<file path="src/rtl/mem_arb_pkg.sv">
// Shared types for the two-requester single-port RAM arbiter.
package mem_arb_pkg;
  localparam int NUM_REQ = 2;

  typedef logic [$clog2(NUM_REQ)-1:0] req_id_t;

  typedef enum logic [1:0] {
    IDLE   = 2'd0,
    ACCESS = 2'd1,
    RESP   = 2'd2
  } state_t;
endpackage

</file>
<file path="src/rtl/mem_arb_grant.sv">
// Combinational grant select. MEM_ARB_ROUND_ROBIN_EN: ties go to the requester
// not granted last; otherwise requester 0 always wins ties.
module mem_arb_grant
  import mem_arb_pkg::*;
(
  input  logic [NUM_REQ-1:0] i_valid,
`ifdef MEM_ARB_ROUND_ROBIN_EN
  input  req_id_t            i_last,
`endif
  output logic [NUM_REQ-1:0] o_gnt
);

  always_comb begin
    o_gnt = '0;
    if (i_valid == 2'b11) begin
`ifdef MEM_ARB_ROUND_ROBIN_EN
      o_gnt = (i_last == 1'b0) ? 2'b10 : 2'b01;
`else
      o_gnt = 2'b01;
`endif
    end else begin
      o_gnt = i_valid;
    end
  end

endmodule

</file>
<file path="src/rtl/mem_arbiter.sv">
// Two-requester arbiter in front of a single-port RAM with registered read data.
// Tie policy selected by MEM_ARB_ROUND_ROBIN_EN (undefined: fixed priority to requester 0).
module mem_arbiter
  import mem_arb_pkg::*;
#(
  parameter int ADDR_WIDTH = 12,
  parameter int DATA_WIDTH = 12
) (
  input  logic                            clk,
  input  logic                            rst_n,
  input  logic [NUM_REQ-1:0]              req_valid,
  output logic [NUM_REQ-1:0]              req_ready,
  input  logic [NUM_REQ-1:0]              req_we,
  input  logic [NUM_REQ*ADDR_WIDTH-1:0]   req_addr,
  input  logic [NUM_REQ*DATA_WIDTH-1:0]   req_wdata,
  output logic [NUM_REQ-1:0]              rsp_valid,
  output logic [DATA_WIDTH-1:0]           rsp_rdata,
  output logic [ADDR_WIDTH-1:0]           mem_addr,
  output logic                            mem_we,
  output logic [DATA_WIDTH-1:0]           mem_wdata,
  input  logic [DATA_WIDTH-1:0]           mem_rdata
);

  state_t                r_state, w_state_nxt;
  logic                  r_live;
  logic                  r_we;
  logic [ADDR_WIDTH-1:0] r_addr;
  logic [DATA_WIDTH-1:0] r_wdata;
  req_id_t               r_owner;
  logic [NUM_REQ-1:0]    w_gnt;
  logic                  w_hs;
  req_id_t               w_id;

`ifdef MEM_ARB_ROUND_ROBIN_EN
  req_id_t               r_last;

  mem_arb_grant u_grant (
    .i_valid (req_valid),
    .i_last  (r_last),
    .o_gnt   (w_gnt)
  );
`else
  mem_arb_grant u_grant (
    .i_valid (req_valid),
    .o_gnt   (w_gnt)
  );
`endif

  // r_live holds ready low for the first cycle out of reset.
  assign req_ready = (r_live && r_state != ACCESS) ? w_gnt : '0;
  assign w_hs      = |(req_valid & req_ready);
  assign w_id      = w_gnt[1];
  assign mem_addr  = r_addr;

  always_comb begin
    w_state_nxt = r_state;
    rsp_valid   = '0;
    rsp_rdata   = '0;
    mem_we      = 1'b0;
    mem_wdata   = '0;
    case (r_state)
      IDLE: begin
        if (w_hs) w_state_nxt = ACCESS;
      end
      ACCESS: begin
        mem_we      = r_we;
        mem_wdata   = r_wdata;
        w_state_nxt = RESP;
      end
      RESP: begin
        rsp_valid[r_owner] = 1'b1;
        rsp_rdata          = r_we ? '0 : mem_rdata;
        w_state_nxt        = w_hs ? ACCESS : IDLE;
      end
      default: w_state_nxt = IDLE;
    endcase
  end

  always_ff @(posedge clk or negedge rst_n) begin
    if (!rst_n) begin
      r_state <= IDLE;
      r_live  <= 1'b0;
      r_we    <= 1'b0;
      r_addr  <= '0;
      r_wdata <= '0;
      r_owner <= '0;
`ifdef MEM_ARB_ROUND_ROBIN_EN
      r_last  <= 1'b1;
`endif
    end else begin
      r_state <= w_state_nxt;
      r_live  <= 1'b1;
      if (w_hs) begin
        r_we    <= req_we[w_id];
        r_addr  <= w_id ? req_addr[2*ADDR_WIDTH-1:ADDR_WIDTH] : req_addr[ADDR_WIDTH-1:0];
        r_wdata <= w_id ? req_wdata[2*DATA_WIDTH-1:DATA_WIDTH] : req_wdata[DATA_WIDTH-1:0];
        r_owner <= w_id;
`ifdef MEM_ARB_ROUND_ROBIN_EN
        r_last  <= w_id;
`endif
      end
    end
  end

endmodule

</file>
<file path="config.mk">
export PLATFORM = sky130hd
export DESIGN_NAME = mem_arbiter
export DESIGN_NICKNAME = d
export VERILOG_FILES = /design/src/rtl/mem_arb_pkg.sv /design/src/rtl/mem_arb_grant.sv /design/src/rtl/mem_arbiter.sv
export SDC_FILE = /design/constraint.sdc
export NUM_CORES = 1
export LEC_CHECK = 0
export CORE_MARGIN = 2
export CORE_UTILIZATION = 35
export DETAILED_ROUTE_END_ITERATION = 16
export PLACE_DENSITY = 0.78
export SKIP_CTS_REPAIR_TIMING = 1
export SLEW_MARGIN = 5
export SYNTH_ARGS = -nofsm -noshare
export SYNTH_HDL_FRONTEND = slang
export SYNTH_SLANG_ARGS = --single-unit
</file>
<file path="constraint.sdc">
create_clock -name clk -period 1.9 [get_ports clk]
set_input_delay 0.38 -clock clk [delete_from_list [all_inputs] [get_ports clk]]
set_output_delay 0.38 -clock clk [all_outputs]
set_load 0.01 [all_outputs]
</file>
==> results of run 1 <==
## worst min path at each step
stage	from	end
finish	r_state[0]	r_state[0]
global route	r_state[0]	r_state[0]
CTS	r_state[0]	r_state[0]
detailed placement	r_state[0]	r_state[0]
global placement	r_state[0]	r_state[0]
floorplan	rst_n	mem_addr[0]
## registers in the layout (all words and copies together), names as in the netlist
signal and cells:
r_we 1, r_wdata 12, r_owner 1, r_state 2, mem_addr 12, r_live 1
## routing by layer
layer,global-route usage (%),up-vias
met5,0,-
met4,7.41,0
met3,6.91,7
met2,24.6,72
met1,16.5,633
li1,-,656
## cells by family (layout without fill, tap and decap cells)
kind of cell,count (synthesis),in the layout
buffers and inverters,9,123
muxes,50,50
and+or+nand+nor,36,36
other,1,1
DFF,29,29
AOI/OAI and AO/OA,2,2
## power by group through the flow
stage          registers (mW)  clock network [mW]  logic, mW
2_1_floorplan           0.830                   0      0.295
3_3_place_gp            0.809                   0      0.712
3_5_place_dp            0.814                   0      0.725
4_1_cts                 0.805               0.488      0.728
5_1_grt                 0.819               0.520      0.757
6_report                0.804               0.474      0.700
## worst register-to-register path, cell delays in order (launching register included)
cell,delay [ns]
dfrtp_1,0.37
nand2b_1,0.17
buf_4,0.16
o211ai_2,0.08
buf_12,0.21
mux2_2,0.37
## through the flow
step / hold slack [ns] / total power [mW] / cells / cell area [µm²] / setup WS [ns]
floorplan: 0.0844 / 1.12 / 127 / 1660 / 0.451
global placement: 0.432 / 1.52 / 287 / 2820 / -0.134
detailed placement: 0.448 / 1.54 / 287 / 2820 / -0.160
CTS: 0.455 / 2.02 / 295 / 2900 / -0.257
global route: 0.479 / 2.10 / 295 / 2970 / 0.0482
finish: 0.447 / 1.98 / 295 / 2970 / 0.147
## synth_stat cells
| cell type | number |
|---|---|
| buf_6 | 1 |
| a21oi_1 | 1 |
| nand2b_1 | 3 |
| clkbuf_1 | 2 |
| buf_8 | 1 |
| conb_1 | 1 |
| o211ai_2 | 1 |
| mux2_2 | 31 |
| inv_1 | 2 |
| nand3_1 | 1 |
| and2_1 | 25 |
| buf_12 | 1 |
| nor2_1 | 5 |
| nand2_1 | 1 |
| buf_2 | 2 |
| mux2_4 | 19 |
| dfrtp_1 | 29 |
| and3_1 | 1 |
## layout make-up
type | instances | share of cell area, %
well taps | 54 | 2.27
inverters | 2 | 0.253
clock buffers | 8 | 2.69
multi-input cells | 89 | 29.2
flip-flops and latches | 29 | 24.4
repair buffers | 113 | 41.2
## cell usage in the layout (no fill, tap or decap)
master	instances
dlymetal6s2s_1	29
nand2b_1	2
nand2b_2	1
nand2_1	1
and3_1	1
clkdlybuf4s50_1	77
nand3_1	1
a21oi_1	1
inv_2	1
clkbuf_8	5
buf_12	3
dfrtp_1	29
and2_1	25
o211ai_2	1
clkbuf_1	3
conb_1	1
buf_4	4
mux2_4	19
mux2_2	31
inv_1	1
nor2_1	5
==> impl_metrics.toml, run 1 <==
[power_and_ir_drop]
swShare_pct = 25.1
irDropWorstVdd_mv = 0.572
clkPwrFrac_pct = 23.9
p_comb_share_pct = 35.4
power_frac_seq_pct = 40.7
switchingPower_uw = 496
internal-power_mw = 1.48
leakage_nw = 1.75
power.density_mw_per_mm2 = 666

[worst_setup_path]
crit_start = "r_state[0]"
r2r-end = "mem_addr[3]"
crit_family = "simple AND/OR/NAND/NOR gates"
critPathBufInv = 2
r2r_start = "r_state[1]"
end_kind = "output pin"
critPathRequiredTime_ns = 1.52
crit_end = "rsp_rdata[1]"
rr_worst_depth = 5
path_max_fanout = 12
worstSetupPathType = "reg -> out"
cp.depth = 5
arrival_ns = 1.37
r2r_slack_ns = 0.44
crit_chain = "nand2b_1, nor2_1, buf_4, and2_1, dlymetal6s2s_1"
max_stage_delay_ns = 0.38
cp_slowest_cell = "dfrtp_1"
cp-start-kind = "register"

[routing]
top_layer = "met4"
drt-initial-drc-count = 46
routed_wl_um = 3740
wl_per_cell_um = 12.7
met1Wirelength_um = 1420
wl_met2_um = 1790
vias = 1368
ant_nets = 0
routed_via_density = 4.64
drc = 0
first_pass_iters = 3
met3_length_um = 469

[sta]
fmax_mhz = 570
layout_min_cycle_time_ns = 1.75
fin_crit_sh_pct = 92.3
drv_slew = 0
rsz0062_at_grt = "no"
finalHoldViolCount = 0
fin_worst_skew_ns = 0.00271
finalSetupViolCount = 0
fin_tns_setup_ns = 0

[floorplan]
die-area_mm2 = 0.00531
chipWidth_um = 72.9
rows = 25
coreArea_mm2 = 0.00466
floorplan.initialDensity_pct = 35.7
die_y_um = 72.9
pin_count = 107

[cells_and_area]
nFillCells = 362
synthToLayoutAreaGrowth_pct = 78.8
multi_input_area_um2 = 867
drive_gt1_share_pct = 27.0
final-seq-area_um2 = 726
fin_util_pct = 63.8
nets = 306
num_antenna_cells = 0

[clock_tree]
cts.clk_slew.worst_paths_ns = 0.06
cts_tree = "done"
cts_buffers = 5
htree_levels = 2
clock_sinks = 29
clockRootBuffer = "clkbuf_8"
clock_path_buffers = 2
clkLatencyLatePin_ns = 0.28

[synthesis]
synth_top_family_by_area = "multiplexers"
yosys.area.top_type = "dfrtp_1"
synth_area_leaders = "dfrtp_1, mux2_2, mux2_4, and2_1, buf_12"
yosys.area_share.simple_pct = 12.6
synth.distinct_cells = 18
synth_cells = 127
synthAdderAreaFrac_pct = 0
synthMuxAreaShare_pct = 38.2
ys.warnings.count = 0
syn-num-nets = 193
synth_area_per_cell_um2 = 13.1
ys_seq_area_share_pct = 43.7
ys_seq_elements = 29
synth_top_area_share_pct = 43.7
syn_area_mm2 = 0.00166
synth-compound-area-share_pct = 1.05
synthXorXnorAreaFrac_pct = 0

[global_route]
grt_max_degree = 30
grt_pass1_vias = 1341
grt_pass1_wl_um = 6070
grt_use_total_pct = 15.1
overflow = 0
antenna_found_initial = 0

[placed_design]
dp_hpwl_um = 2810
portBuffers = 106
routabilityCongestion = 0.690

[outcome]
status = "complete, no violations"

[min_path]
hp-class = "reg -> reg"
min_delay_path_depth = 1

[run]
drv_cap = 0
Power figures use the tool's default switching activity.
==> run 2, diff against run 1 <==
--- a/config.mk
+++ b/config.mk
@@ -9,6 +9,7 @@
 export CORE_UTILIZATION = 35
 export DETAILED_ROUTE_END_ITERATION = 16
 export PLACE_DENSITY = 0.78
+export REMOVE_ABC_BUFFERS = 1
 export SKIP_CTS_REPAIR_TIMING = 1
 export SLEW_MARGIN = 5
 export SYNTH_ARGS = -nofsm -noshare
==> run 2 against run 1 <==
  * Routed wire length increased by 14%
  * Clock power increased by 39%
  * Clock skew increased by 0.00088 ns
  * Critical endpoint is now rsp_rdata[8]
==> impl_metrics.toml, run 2 (synthesized netlist as in run 1, its figures left out) <==
[outcome]
status = "complete, no violations"

[cells_and_area]
drive_gt1_share_pct = 30.0
num_antenna_cells = 0
fin_util_pct = 64.0
layout_commonest_cell = "clkdlybuf4s50_1"
nets = 308
mostFrequentLayoutCells = "clkdlybuf4s50_1, mux2_2, dfrtp_1, and2_1, dlymetal6s2s_1"
synthToLayoutAreaGrowth_pct = 79.5

[worst_setup_path]
path_max_fanout = 9
cp-start-kind = "register"
r2r-end = "mem_addr[11]"
end_kind = "output pin"
worstSetupPathType = "reg -> out"
cp_slowest_cell = "dfrtp_1"
crit_path_frequent_cell = "buf_4"
crit_chain = "nand2b_1, nor2_1, buf_4, buf_4, and2_1, buf_2"
critPathRequiredTime_ns = 1.52
max_stage_delay_ns = 0.39
r2r_slack_ns = 0.39
arrival_ns = 1.45
rr_worst_depth = 5
r2r_start = "r_state[1]"

[routing]
routed_via_density = 4.64
ant_nets = 0
drt-initial-drc-count = 24
vias = 1379
routed_wl_um = 4260
drc = 0
wl_per_cell_um = 14.3
first_pass_iters = 2

[floorplan]
pin_count = 107
floorplan.initialDensity_pct = 35.7
die_y_um = 72.9
rows = 25
chipWidth_um = 72.9
die-area_mm2 = 0.00531
coreArea_mm2 = 0.00466

[min_path]
hp-class = "reg -> reg"
min_delay_path_depth = 1
hp-start = "r_state[0]"
hold_end = "r_state[0]"

[placed_design]
dp_hpwl_um = 3180
routabilityCongestion = 0.674
place_ws_ns = -0.152
portBuffers = 106

[power_and_ir_drop]
irDropWorstVdd_mv = 0.607
power_mw = 2.17
leakage_nw = 1.71
power.density_mw_per_mm2 = 727

[clock_tree]
clkLatencyLatePin_ns = 0.28
clock_sinks = 29
clock_path_buffers = 2
htree_levels = 2
clockRootBuffer = "clkbuf_8"
cts_tree = "done"
cts_buffers = 5
cts.clk_slew.worst_paths_ns = 0.06

[sta]
finalHoldViolCount = 0
rsz0062_at_grt = "yes"
layout_setup_ws_ns = 0.0701
fmax_mhz = 546
finalSetupViolCount = 0
drv_slew = 0
fin_worst_skew_ns = 0.00359
layout_min_cycle_time_ns = 1.83
fin_crit_sh_pct = 96.3

[run]
drv_cap = 0

[global_route]
overflow = 0
antenna_found_initial = 0
grt_pass1_wl_um = 6150
grt_use_total_pct = 15.6
grt_max_degree = 30
grt_pass1_vias = 1280
-- run 2: cell count changes in the layout (fill, tap and decap cells not counted) --
cell,delta
bufinv_16,+1
buf_4,+3
inv_2,-1
clkbuf_1,-2
dlymetal6s2s_1,-4
inv_4,+1
buf_12,-1
clkbuf_8,+1
clkbuf_2,+3
buf_2,+1
-- run 2: area by class of cell --
cell class	count	area [µm²]
tap	54	67.6
multi-input combinational	89	867
clock buffer	7	86.3
inverter	2	10.0
timing repair buffer	115	1200
fill	370	1680
sequential	29	726
clock inverter	1	30.0
-- run 2: where the power goes --
group          internal, mW  switching (mW)  leakage [nW]
logic                 0.474           0.233          1.31
registers             0.745          0.0575         0.342
clock network         0.427           0.232        0.0585
total                  1.65           0.523          1.71
-- run 2: worst max-delay path, delay by kind of cell, from the launching register on --
| kind | cells | cell delay [ns] |
|---|---|---|
| AND/OR/NAND/NOR | 3 | 0.39 |
| buffers and inverters | 3 | 0.40 |
| flip-flops | 1 | 0.39 |
-- run 2: worst max path at each step --
stage                      start  slack, ns  cells after the start       endpoint
global route          r_state[0]      -0.05                      6   rsp_rdata[8]
finish                r_state[0]       0.07                      6   rsp_rdata[8]
global placement    req_valid[0]      -0.14                      4   req_ready[1]
detailed placement  req_valid[0]      -0.15                      4   req_ready[1]
CTS                   r_state[1]      -0.29                      4  mem_wdata[10]
floorplan           req_valid[0]      -0.19                      3   mem_addr[10]
-- run 2: metal layers --
metal	up-vias	routed length, µm	track usage (%)
met5	-	0	0
met4	0	44	4.32
met3	5	431	6.63
met2	72	2030	25.7
met1	641	1750	18.8
li1	661	-	-
-- run 2: metrics by stage --
stage          setup TNS [ns]  instances  instance area, µm²  hold slack [ns]
2_1_floorplan           -3.57        120                1600           0.0844
3_3_place_gp            -1.87        288                2810            0.429
3_5_place_dp            -2.42        288                2810            0.442
4_1_cts                 -6.78        296                2930            0.450
5_1_grt               -0.0682        297                2980            0.476
6_report                    0        297                2980            0.448
==> run 3, diff against run 2 <==
--- a/config.mk
+++ b/config.mk
@@ -7,10 +7,12 @@
 export LEC_CHECK = 0
 export CORE_MARGIN = 2
 export CORE_UTILIZATION = 35
+export CTS_BUF_LIST = sky130_fd_sc_hd__clkbuf_8
 export DETAILED_ROUTE_END_ITERATION = 16
 export PLACE_DENSITY = 0.78
 export REMOVE_ABC_BUFFERS = 1
 export SKIP_CTS_REPAIR_TIMING = 1
+export SKIP_LAST_GASP = 1
 export SLEW_MARGIN = 5
 export SYNTH_ARGS = -nofsm -noshare
 export SYNTH_HDL_FRONTEND = slang
==> run 3 against run 2 <==
  * Worst hold slack gained 0.0084 ns
  * Largest cell class unchanged
  * Clock skew is essentially flat
  * Largest power group unchanged
  * Sequential share of layout area is essentially flat
  * Total power grew 0.26%
  * Sequential power is essentially flat
  * Combinational power grew 1%
  * Non-clock buffer count is the same
  * Utilization shrank 0.11 points
  * The flow now finishes with violations (negative setup slack)
==> impl_metrics.toml, run 3 (synthesized netlist as in run 1, its figures left out) <==
[routing]
routed_wl_um = 4190
ant_nets = 0
drc = 0
routed_via_density = 4.63
vias = 1376
first_pass_iters = 2
wl_per_cell_um = 14.1
drt-initial-drc-count = 38

[floorplan]
rows = 25
coreArea_mm2 = 0.00466
floorplan.initialDensity_pct = 35.7
die-area_mm2 = 0.00531
chipWidth_um = 72.9
die_y_um = 72.9
pin_count = 107

[run]
drv_cap = 0

[global_route]
grt_max_degree = 30
grt_pass1_vias = 1280
overflow = 0
grt_use_total_pct = 15.6
antenna_found_initial = 0
grt_pass1_wl_um = 6150

[worst_setup_path]
critPathRequiredTime_ns = 1.52
rr_worst_depth = 5
r2r_start = "r_state[1]"
r2r_slack_ns = 0.39
r2r-end = "mem_addr[11]"
cp-start-kind = "register"
arrival_ns = 1.71
path_max_fanout = 9
end_kind = "output pin"
worstSetupPathType = "reg -> out"

[sta]
hold_slack_ns = 0.457
drv_slew = 0
fin_crit_sh_pct = 110
finalHoldViolCount = 0
finalSetupViolCount = 14
fin_worst_skew_ns = 0.00312
fmax_mhz = 478
fin_tns_setup_ns = -1.84
rsz0062_at_grt = "yes"
layout_setup_ws_ns = -0.192
layout_min_cycle_time_ns = 2.09

[min_path]
hp-class = "reg -> reg"
hp-start = "r_state[0]"
min_delay_path_depth = 1
hold_end = "r_state[0]"

[clock_tree]
clockRootBuffer = "clkbuf_8"
cts_tree = "done"
cts.clk_slew.worst_paths_ns = 0.06
htree_levels = 2
clock_sinks = 29
clkLatencyLatePin_ns = 0.28
cts_buffers = 5
clock_path_buffers = 2

[placed_design]
routabilityCongestion = 0.674
portBuffers = 106
dp_cells = 288
place_ws_ns = -0.152
dp_hpwl_um = 3180

[power_and_ir_drop]
power.density_mw_per_mm2 = 730
leakage_nw = 1.54
irDropWorstVdd_mv = 0.611

[cells_and_area]
mostFrequentLayoutCells = "clkdlybuf4s50_1, mux2_2, dfrtp_1, and2_1, mux2_4"
drive_gt1_share_pct = 28.4
fin_cells = 297
synthToLayoutAreaGrowth_pct = 79.2
fin_util_pct = 63.9
layout_commonest_cell = "clkdlybuf4s50_1"
num_antenna_cells = 0
nets = 308

[outcome]
violations = "negative setup slack"
status = "complete, but fails checks"
-- run 3: cell types whose count changed in the layout (fill, tap and decap cells not counted) --
| cell | before | now |
|---|---|---|
| dlymetal6s2s_1 | 25 | 15 |
| clkbuf_2 | 3 | 0 |
| clkbuf_1 | 1 | 0 |
| buf_2 | 1 | 0 |
| clkdlybuf4s50_1 | 77 | 91 |
| inv_1 | 1 | 2 |
-- run 3: worst max-delay path, cell delays in order, from the launching register on --
cell and delay [ns]:
dfrtp_1 0.39, nand2b_1 0.16, nor2_1 0.09, buf_4 0.14, and2_1 0.12, clkdlybuf4s50_1 0.53
-- run 3: worst max path at each step --
stage / startpoint / to / slack (ns) / depth (start not counted)
after floorplan: req_valid[0] / mem_addr[10] / -0.19 / 3
after global placement: req_valid[0] / req_ready[1] / -0.14 / 4
after detailed placement: req_valid[0] / req_ready[1] / -0.15 / 4
after CTS: r_state[1] / mem_wdata[10] / -0.29 / 4
after global routing: r_state[0] / rsp_rdata[9] / -0.29 / 5
final: r_state[0] / rsp_rdata[9] / -0.19 / 5
-- run 3: per-stage QoR --
stage | power (mW) | area (µm²)
3_5_place_dp | 1.54 | 2810
6_report | 2.17 | 2980
2_1_floorplan | 1.11 | 1600
3_3_place_gp | 1.52 | 2810
5_1_grt | 2.29 | 2980
4_1_cts | 2.20 | 2930
-- run 3: power breakdown --
part           switching, mW  internal, mW
sequential            0.0581         0.745
combinational          0.232         0.484
clock                  0.234         0.422
total                  0.524          1.65
-- run 3: cell type report --
cell class | instances | area, µm²
Timing Repair Buffer | 115 | 1190
Sequential cell | 29 | 726
Fill cell | 370 | 1680
Clock buffer | 6 | 82.6
Tap cell | 54 | 67.6
Multi-Input combinational cell | 89 | 867
Clock inverter | 2 | 33.8
Inverter | 2 | 10.0
-- run 3: layer usage --
layer | global-route usage (%) | up-vias | wire length (µm)
met2 | 25.7 | 72 | 1990
met1 | 18.8 | 638 | 1710
met5 | 0 | - | 0
li1 | - | 661 | -
met4 | 4.32 | 0 | 44
met3 | 6.63 | 5 | 451
